**src/rtl/core_mem_arbiter_pkg.sv**
```systemverilog
// Shared types and defaults for the core-to-memory arbiter.
package core_mem_arbiter_pkg;

    localparam int unsigned ARB_NUM_CORES   = 4;
    localparam int unsigned ARB_OUTSTANDING = 8;
    localparam int unsigned ARB_CNT_WIDTH   = 32;

    typedef logic [$clog2(ARB_NUM_CORES)-1:0] core_id_t;

    typedef struct packed {
        logic        we;
        logic [31:0] addr;
        logic [31:0] data;
    } request_t;

    typedef enum logic [0:0] {
        SlotEmpty,
        SlotFull
    } slot_state_e;

endpackage

```
**src/rtl/core_mem_arbiter_if.sv**
```systemverilog
// Bundles the per-core request/response signals and the memory-controller port.
interface core_mem_arbiter_if
    import core_mem_arbiter_pkg::*;
#(
    parameter int unsigned NUM_CORES = ARB_NUM_CORES
) ();

    logic [NUM_CORES-1:0] core_req_valid;
    request_t             core_req [NUM_CORES];
    logic [NUM_CORES-1:0] core_req_ready;
    logic [NUM_CORES-1:0] core_rsp_valid;
    request_t             core_rsp;
    logic                 mem_req_valid;
    request_t             mem_req;
    logic                 mem_req_ready;
    logic                 mem_rsp_valid;
    request_t             mem_rsp;

    // Arbiter side.
    modport slave (
        input  core_req_valid, core_req, mem_req_ready, mem_rsp_valid, mem_rsp,
        output core_req_ready, core_rsp_valid, core_rsp, mem_req_valid, mem_req
    );

    // Environment side: cores plus memory controller.
    modport master (
        output core_req_valid, core_req, mem_req_ready, mem_rsp_valid, mem_rsp,
        input  core_req_ready, core_rsp_valid, core_rsp, mem_req_valid, mem_req
    );

endinterface

```
**src/rtl/arb_id_fifo.sv**
```systemverilog
// In-order FIFO of granted core ids; the head names the core owed the next response.
module arb_id_fifo #(
    parameter int unsigned Depth = 8,
    parameter int unsigned Width = 2
) (
    input  logic             clk_i,
    input  logic             rst_ni,
    input  logic             push_i,
    input  logic [Width-1:0] push_data_i,
    input  logic             pop_i,
    output logic             full_o,
    output logic             empty_o,
    output logic [Width-1:0] head_o
);

    localparam int unsigned PtrW = $clog2(Depth);

    logic [Width-1:0] mem_q [Depth];
    logic [PtrW-1:0]  wptr_q, wptr_d, rptr_q, rptr_d;
    logic [PtrW:0]    cnt_q, cnt_d;
    logic             do_push, do_pop;

    assign full_o  = (cnt_q == (PtrW + 1)'(Depth));
    assign empty_o = (cnt_q == '0);
    assign do_push = push_i && !full_o;
    assign do_pop  = pop_i && !empty_o;
    assign head_o  = mem_q[rptr_q];

    always_comb begin
        wptr_d = wptr_q + PtrW'(do_push);
        rptr_d = rptr_q + PtrW'(do_pop);
        cnt_d  = cnt_q + (PtrW + 1)'(do_push) - (PtrW + 1)'(do_pop);
    end

    always_ff @(posedge clk_i or negedge rst_ni) begin
        if (!rst_ni) begin
            wptr_q <= '0;
            rptr_q <= '0;
            cnt_q  <= '0;
        end else begin
            wptr_q <= wptr_d;
            rptr_q <= rptr_d;
            cnt_q  <= cnt_d;
        end
    end

    // Storage needs no reset: entries are only read once counted valid.
    always_ff @(posedge clk_i) begin
        if (do_push) begin
            mem_q[wptr_q] <= push_data_i;
        end
    end

endmodule

```
**src/rtl/core_mem_arbiter.sv**
```systemverilog
// Round-robin arbiter sharing one memory-controller port among cores, with in-order response routing.
// Optional per-core grant/stall counters are built when ARB_PERF_CNT_EN is defined.
module core_mem_arbiter
    import core_mem_arbiter_pkg::*;
#(
    parameter int unsigned NUM_CORES   = ARB_NUM_CORES,
    parameter int unsigned OUTSTANDING = ARB_OUTSTANDING
`ifdef ARB_PERF_CNT_EN
    ,
    parameter int unsigned CNT_WIDTH   = ARB_CNT_WIDTH
`endif
) (
    input  logic              clk,
    input  logic              reset,
    core_mem_arbiter_if.slave bus,
    output logic              err_unexp_rsp
`ifdef ARB_PERF_CNT_EN
    ,
    output logic [CNT_WIDTH-1:0] grant_cnt [NUM_CORES],
    output logic [CNT_WIDTH-1:0] stall_cnt [NUM_CORES]
`endif
);

    localparam int unsigned IdW = $clog2(NUM_CORES);

    slot_state_e          slot_q, slot_d;
    logic [IdW-1:0]       rr_q, rr_d, win, head;
    logic                 found, grant, pop, fifo_full, fifo_empty;
    request_t             mem_req_q, mem_req_d, core_rsp_q, core_rsp_d;
    logic [NUM_CORES-1:0] core_rsp_valid_q, core_rsp_valid_d, ready;
    logic                 err_q, err_d;

    // First valid core at or above the rr pointer; IdW-bit addition gives the wrap.
    always_comb begin
        found = 1'b0;
        win   = rr_q;
        for (int unsigned i = 0; i < NUM_CORES; i++) begin
            if (!found && bus.core_req_valid[rr_q + IdW'(i)]) begin
                found = 1'b1;
                win   = rr_q + IdW'(i);
            end
        end
    end

    // Full FIFO blocks grants even when a pop happens this cycle; reset forces outputs low.
    assign grant = reset && found && !fifo_full && (slot_q == SlotEmpty || bus.mem_req_ready);
    assign ready = grant ? (NUM_CORES'(1) << win) : '0;
    assign pop   = bus.mem_rsp_valid && !fifo_empty;

    always_comb begin
        slot_d    = slot_q;
        mem_req_d = mem_req_q;
        rr_d      = rr_q;
        unique case (slot_q)
            SlotEmpty: if (grant) slot_d = SlotFull;
            SlotFull:  if (!grant && bus.mem_req_ready) slot_d = SlotEmpty;
        endcase
        if (grant) begin
            mem_req_d = bus.core_req[win];
            rr_d      = win + IdW'(1);
        end
    end

    always_comb begin
        core_rsp_valid_d = '0;
        core_rsp_d       = core_rsp_q;
        err_d            = err_q | (bus.mem_rsp_valid & fifo_empty);
        if (pop) begin
            core_rsp_valid_d = NUM_CORES'(1) << head;
            core_rsp_d       = bus.mem_rsp;
        end
    end

    always_ff @(posedge clk or negedge reset) begin
        if (!reset) begin
            slot_q           <= SlotEmpty;
            rr_q             <= '0;
            mem_req_q        <= '0;
            core_rsp_q       <= '0;
            core_rsp_valid_q <= '0;
            err_q            <= 1'b0;
        end else begin
            slot_q           <= slot_d;
            rr_q             <= rr_d;
            mem_req_q        <= mem_req_d;
            core_rsp_q       <= core_rsp_d;
            core_rsp_valid_q <= core_rsp_valid_d;
            err_q            <= err_d;
        end
    end

    arb_id_fifo #(
        .Depth (OUTSTANDING),
        .Width (IdW)
    ) u_id_fifo (
        .clk_i       (clk),
        .rst_ni      (reset),
        .push_i      (grant),
        .push_data_i (win),
        .pop_i       (pop),
        .full_o      (fifo_full),
        .empty_o     (fifo_empty),
        .head_o      (head)
    );

    assign bus.core_req_ready = ready;
    assign bus.mem_req_valid  = (slot_q == SlotFull);
    assign bus.mem_req        = mem_req_q;
    assign bus.core_rsp_valid = core_rsp_valid_q;
    assign bus.core_rsp       = core_rsp_q;
    assign err_unexp_rsp      = err_q;

`ifdef ARB_PERF_CNT_EN
    logic [CNT_WIDTH-1:0] grant_cnt_q [NUM_CORES];
    logic [CNT_WIDTH-1:0] grant_cnt_d [NUM_CORES];
    logic [CNT_WIDTH-1:0] stall_cnt_q [NUM_CORES];
    logic [CNT_WIDTH-1:0] stall_cnt_d [NUM_CORES];

    always_comb begin
        for (int unsigned i = 0; i < NUM_CORES; i++) begin
            grant_cnt_d[i] = grant_cnt_q[i] + CNT_WIDTH'(ready[i]);
            stall_cnt_d[i] = stall_cnt_q[i] + CNT_WIDTH'(bus.core_req_valid[i] & ~ready[i]);
        end
    end

    always_ff @(posedge clk or negedge reset) begin
        if (!reset) begin
            for (int unsigned i = 0; i < NUM_CORES; i++) begin
                grant_cnt_q[i] <= '0;
                stall_cnt_q[i] <= '0;
            end
        end else begin
            for (int unsigned i = 0; i < NUM_CORES; i++) begin
                grant_cnt_q[i] <= grant_cnt_d[i];
                stall_cnt_q[i] <= stall_cnt_d[i];
            end
        end
    end

    assign grant_cnt = grant_cnt_q;
    assign stall_cnt = stall_cnt_q;
`endif

endmodule
```
**src/flat_wrapper.sv**
```systemverilog
// flat-port wrapper written by rule: the top's interface ports become plain ports
module core_mem_arbiter_flat import core_mem_arbiter_pkg::*;
#(
    parameter int unsigned NUM_CORES   = ARB_NUM_CORES,
    parameter int unsigned OUTSTANDING = ARB_OUTSTANDING

)
  (clk, reset, err_unexp_rsp, bus_core_req_valid, bus_core_req, bus_mem_req_ready, bus_mem_rsp_valid, bus_mem_rsp, bus_core_req_ready, bus_core_rsp_valid, bus_core_rsp, bus_mem_req_valid, bus_mem_req);
  core_mem_arbiter_if #(.NUM_CORES(NUM_CORES)) bus_i ();
  input  logic clk;
  input  logic reset;
  output logic err_unexp_rsp;
  input wire logic [$bits(bus_i.core_req_valid)-1:0] bus_core_req_valid;
  input wire logic [$bits(bus_i.core_req)-1:0] bus_core_req;
  input wire logic [$bits(bus_i.mem_req_ready)-1:0] bus_mem_req_ready;
  input wire logic [$bits(bus_i.mem_rsp_valid)-1:0] bus_mem_rsp_valid;
  input wire logic [$bits(bus_i.mem_rsp)-1:0] bus_mem_rsp;
  output wire logic [$bits(bus_i.core_req_ready)-1:0] bus_core_req_ready;
  output wire logic [$bits(bus_i.core_rsp_valid)-1:0] bus_core_rsp_valid;
  output wire logic [$bits(bus_i.core_rsp)-1:0] bus_core_rsp;
  output wire logic [$bits(bus_i.mem_req_valid)-1:0] bus_mem_req_valid;
  output wire logic [$bits(bus_i.mem_req)-1:0] bus_mem_req;
  assign bus_i.core_req_valid = bus_core_req_valid;
  assign bus_i.core_req = {>>{bus_core_req}};
  assign bus_i.mem_req_ready = bus_mem_req_ready;
  assign bus_i.mem_rsp_valid = bus_mem_rsp_valid;
  assign bus_i.mem_rsp = bus_mem_rsp;
  assign bus_core_req_ready = bus_i.core_req_ready;
  assign bus_core_rsp_valid = bus_i.core_rsp_valid;
  assign bus_core_rsp = bus_i.core_rsp;
  assign bus_mem_req_valid = bus_i.mem_req_valid;
  assign bus_mem_req = bus_i.mem_req;
  core_mem_arbiter #(.NUM_CORES(NUM_CORES), .OUTSTANDING(OUTSTANDING)) u_core (.clk(clk), .reset(reset), .bus(bus_i), .err_unexp_rsp(err_unexp_rsp));
endmodule
```
**config.mk**
```make
export PLATFORM = sky130hd
export DESIGN_NAME = core_mem_arbiter_flat
export DESIGN_NICKNAME = d
export VERILOG_FILES = /design/src/rtl/core_mem_arbiter_pkg.sv /design/src/rtl/core_mem_arbiter_if.sv /design/src/rtl/arb_id_fifo.sv /design/src/rtl/core_mem_arbiter.sv /design/src/flat_wrapper.sv
export SDC_FILE = /design/constraint.sdc
export NUM_CORES = 1
export LEC_CHECK = 0
export BUFFER_PORTS_ARGS = -buffer_cell sky130_fd_sc_hd__buf_2
export CORE_AREA = 2 2 183 185
export CTS_CLUSTER_DIAMETER = 30
export DETAILED_ROUTE_END_ITERATION = 8
export DIE_AREA = 0 0 185 187
export GPL_TIMING_DRIVEN = 0
export PLACE_DENSITY = 0.57
export SYNTH_ARGS = -nofsm -noshare
export SYNTH_HDL_FRONTEND = slang
export SYNTH_HIERARCHICAL = 1
export SYNTH_SLANG_ARGS = --single-unit
```
**constraint.sdc**
```tcl
create_clock -name clk -period 3.5 [get_ports clk]
set_input_delay 0.35 -clock clk [delete_from_list [all_inputs] [get_ports clk]]
set_output_delay 0.35 -clock clk [all_outputs]
set_load 0.03 [all_outputs]
```
==> metrics.md <==
| Metric | Value |
|---|---|
| Status | `finished clean` |
| Seq/Total Area, Yosys | `50.0%` |
| Die Wd | `185 µm` |
| RSZ-0062 raised after global routing | `no` |
| Min Tclk post-route | `3.28 ns` |
| CP delay by family, top | `buffers and inverters` |
| IO Count | `473` |
| Core Footprint | `0.0329 mm²` |
| Max-slew violation count | `0` |
| Synthesized instance count | `623` |
| Synth top area share | `44.3%` |
| Row count | `67` |
| Syn. warnings | `6` |
| Sink Count | `164` |
| Syn Area/Cell | `13.4 µm²` |
| TritonRoute pass-1 iters | `5` |
| Critical Path RT | `3.81 ns` |
| Slew @ Worst Pin | `1.14 ns` |
| Power per Cell Area | `821 mW/mm²` |
| Worst Hold Class | `primary input to register` |
| Register area | `0.00418 mm²` |
| Post-DRT Antenna Nets | `0` |
| DRC Markers | `0` |
| Critical path endpoint category | `register` |
| CP Class | `primary input to register` |
| Top cell type by total area after synthesis | `dfrtp_1` |
| Part of the cycle the worst path needs | `93.6%` |
| RR Endpoint | `u_core/u_id_fifo/cnt_q[2]` |
| CP max stage cell | `dlygate4sd3_1` |
| Total grt overflow | `0` |
| Area of the multi-input gates | `0.00383 mm²` |
| Die Ht | `187 µm` |
| Headroom to the max-slew limit | `22.9%` |
| WL final | `29,600 µm` |
| Vias in the first global route | `7,248` |
| Lkg Pwr | `5.90 nW` |
| Largest net degree at the start of global routing | `93` |
| Endpoints failing setup | `0` |
| CP most frequent cell | `ha_1` |
| First-pass GRT wire length | `43,300 µm` |
| Worst-case reg-to-reg path depth | `13` |
| Post-Synthesis Cell Area | `0.00836 mm²` |
| Initial antenna violation count | `3` |
| Iter 0 DRT Violations | `239` |
| Crit-path max cell delay | `0.54 ns` |
| Fmax | `305 MHz` |
| Share of layout cells above drive strength 1 | `58.1%` |
| DP HPWL | `23,700 µm` |
| Total GRT Usage | `16.8%` |
| Worst Hold Path Cells | `2` |
| Die ar. | `0.0346 mm²` |
| Startpoint types | `primary input` |
| Hold Slack | `0.140 ns` |
| Number of CTS-inserted buffers | `17` |
| Worst path bufs/invs | `5` |
| Crit path max fanout | `92` |
| Worst skew pair latency | `0.42 ns` |
| Most used DFF post-synth | `dfrtp_1` |
| Post-synth EDFFs | `16` |
| Root Buffer | `clkbuf_16` |
| Total nets after synthesis | `971` |
| Synth top area cells | `dfrtp_1 (44%), mux2i_1 (16%), mux2_2 (9.2%), a221oi_2 (9.0%), edfxtp_1 (5.7%)` |
| Hold path endpoint | `u_core/bus.mem_req_valid` |
| VDD IR max | `0.000363 V` |
| Dpl cells | `1,544` |
| Hold Crit Start | `bus_mem_req_ready` |
| Initial core utilization | `25.4%` |
| Drt wl/cell | `18.7 µm` |
| Setup slack, reg-to-reg | `0.34 ns` |
| Max Cap Violations | `0` |
| Crit-path cells | `dlygate4sd3_1 -> buf_6 -> buf_16 -> nand3b_1 -> a21oi_1 -> buf_2 -> nand2_1 -> ha_1 -> inv_1 -> ha_1 -> fa_1 -> xor2_1` |
| Critical R2R Launch | `u_core/u_id_fifo/cnt_q[2]` |
| Gp weighted congestion | `0.810` |
| Synth async-reset ratio | `90.2%` |
| Fillers | `3,384` |
| Worst endpoint data arrival time | `3.58 ns` |
| #FFs+latches synth | `164` |
| # resized after CTS | `0` |
| Area delta synth->final | `42.5%` |
| Final Hold Viols | `0` |
| Nets | `1,464` |
| Vias per cell | `4.45` |
| Most frequent cells in the layout | `buf_2 (480), dfrtp_1 (148), mux2i_1 (130)` |
| CTS tree | `done` |
| DR vias | `7,029` |
| Yosys cell types | `38` |
| CTS max path bufs | `2` |
| Final Non-Filler Cells | `1,579` |
| CTS clock-pin slew for the worst setup and hold paths | `0.07 ns` |
| Commonest non-fill, non-tap cell in the layout | `buf_2` |
| IO buf count | `472` |
| Clk_skew | `0.00899 ns` |
| Htree depth | `4` |
## cells in the mapped netlist (3+ instances only)
cell      number
a221oi_2      50
a21oi_1        4
mux2i_1      130
buf_6         13
buf_4          6
mux2_2        68
inv_1         11
edfxtp_1      16
xor2_1         4
nor2_1        75
nor3_1         3
mux4_1         4
clkbuf_1      16
buf_2          9
dfrtp_1      148
a221oi_1      15
ha_1          14
and2_1         4
nor2b_1        5
nand2_1        4
## metrics by stage
stage	setup slack (ns)	area, µm²	TNS, ns	util [%]	power [mW]
6_report	0.225	11900	0	36.3	9.79
5_1_grt	0.0105	11900	0	36.3	10.4
4_1_cts	0.157	11900	0	36.3	9.95
3_5_place_dp	-0.482	11300	-1.50	34.4	8.08
3_3_place_gp	-2.40	11300	-186.28	34.3	8.02
2_1_floorplan	0.666	8360	0	-	6.42
## logic make-up (layout without fill, tap and decap cells)
| family | count (synthesis) | after routing | synth area share, % |
|---|---|---|---|
| multiplexers | 202 | 202 | 26.0 |
| AND/OR/NAND/NOR | 104 | 104 | 5.55 |
| flip-flops | 164 | 164 | 50.0 |
| XOR/XNOR | 4 | 4 | 0.419 |
| adder cells (fa/ha/maj) | 15 | 15 | 2.33 |
| buffers and inverters | 57 | 563 | 4.13 |
| other | 0 | 2 | 0 |
| AO/OA/AOI/OAI | 77 | 77 | 11.6 |
## flip-flops by register name (all words and copies together) (netlist names)
name / cells
u_core/bus.core_rsp: 65
u_core/bus.mem_req: 65
u_core/u_id_fifo/mem_q: 16
u_core/bus.core_rsp_valid: 4
u_core/u_id_fifo/cnt_q: 4
u_core/u_id_fifo/rptr_q: 3
u_core/u_id_fifo/wptr_q: 3
u_core/rr_q: 2
u_core/bus.mem_req_valid: 1
u_core/err_unexp_rsp: 1
## metal layers
layer | wire, µm | vias to the layer above | global-route usage, %
li1 | - | 3318 | -
met1 | 11600 | 3352 | 19.6
met2 | 15300 | 334 | 30.5
met3 | 2130 | 25 | 3.82
met4 | 573 | 0 | 5.04
met5 | 0 | - | 0
## where the power goes
group / switching [mW] / internal (mW) / total (mW)
logic: 3.16 / 1.84 / 5.01
registers: 0.367 / 2.62 / 2.98
clock network: 0.847 / 0.951 / 1.80
total: 4.38 / 5.41 / 9.79
## cell type report
cell class / count / area share (%)
sequential: 164 / 35.1
buffer: 44 / 2.49
timing repair buffer: 475 / 20.4
clock inverter: 13 / 0.997
antenna: 2 / 0.0420
clock buffer: 19 / 3.72
tap: 448 / 4.70
multi-input combinational: 402 / 32.2
inverter: 12 / 0.378
## worst max path at each step
stage | slack (ns) | startpoint | to | cells after the start
2_1_floorplan | 0.67 | u_core/u_id_fifo/cnt_q[2] | u_core/u_id_fifo/cnt_q[2] | 14
3_3_place_gp | -2.40 | reset | u_core/u_id_fifo/cnt_q[2] | 11
3_5_place_dp | -0.48 | reset | u_core/u_id_fifo/cnt_q[2] | 12
4_1_cts | 0.16 | reset | u_core/u_id_fifo/cnt_q[2] | 12
5_1_grt | 0.01 | reset | u_core/u_id_fifo/cnt_q[2] | 12
6_report | 0.22 | reset | u_core/u_id_fifo/cnt_q[2] | 12
## timing repair
action	CTS	global route
hold buffers	2	0
setup endpoints to repair	2	0
hold endpoints to repair	57	0
setup buffers	0	0
Note: power is estimated with default switching activity, not from simulation.
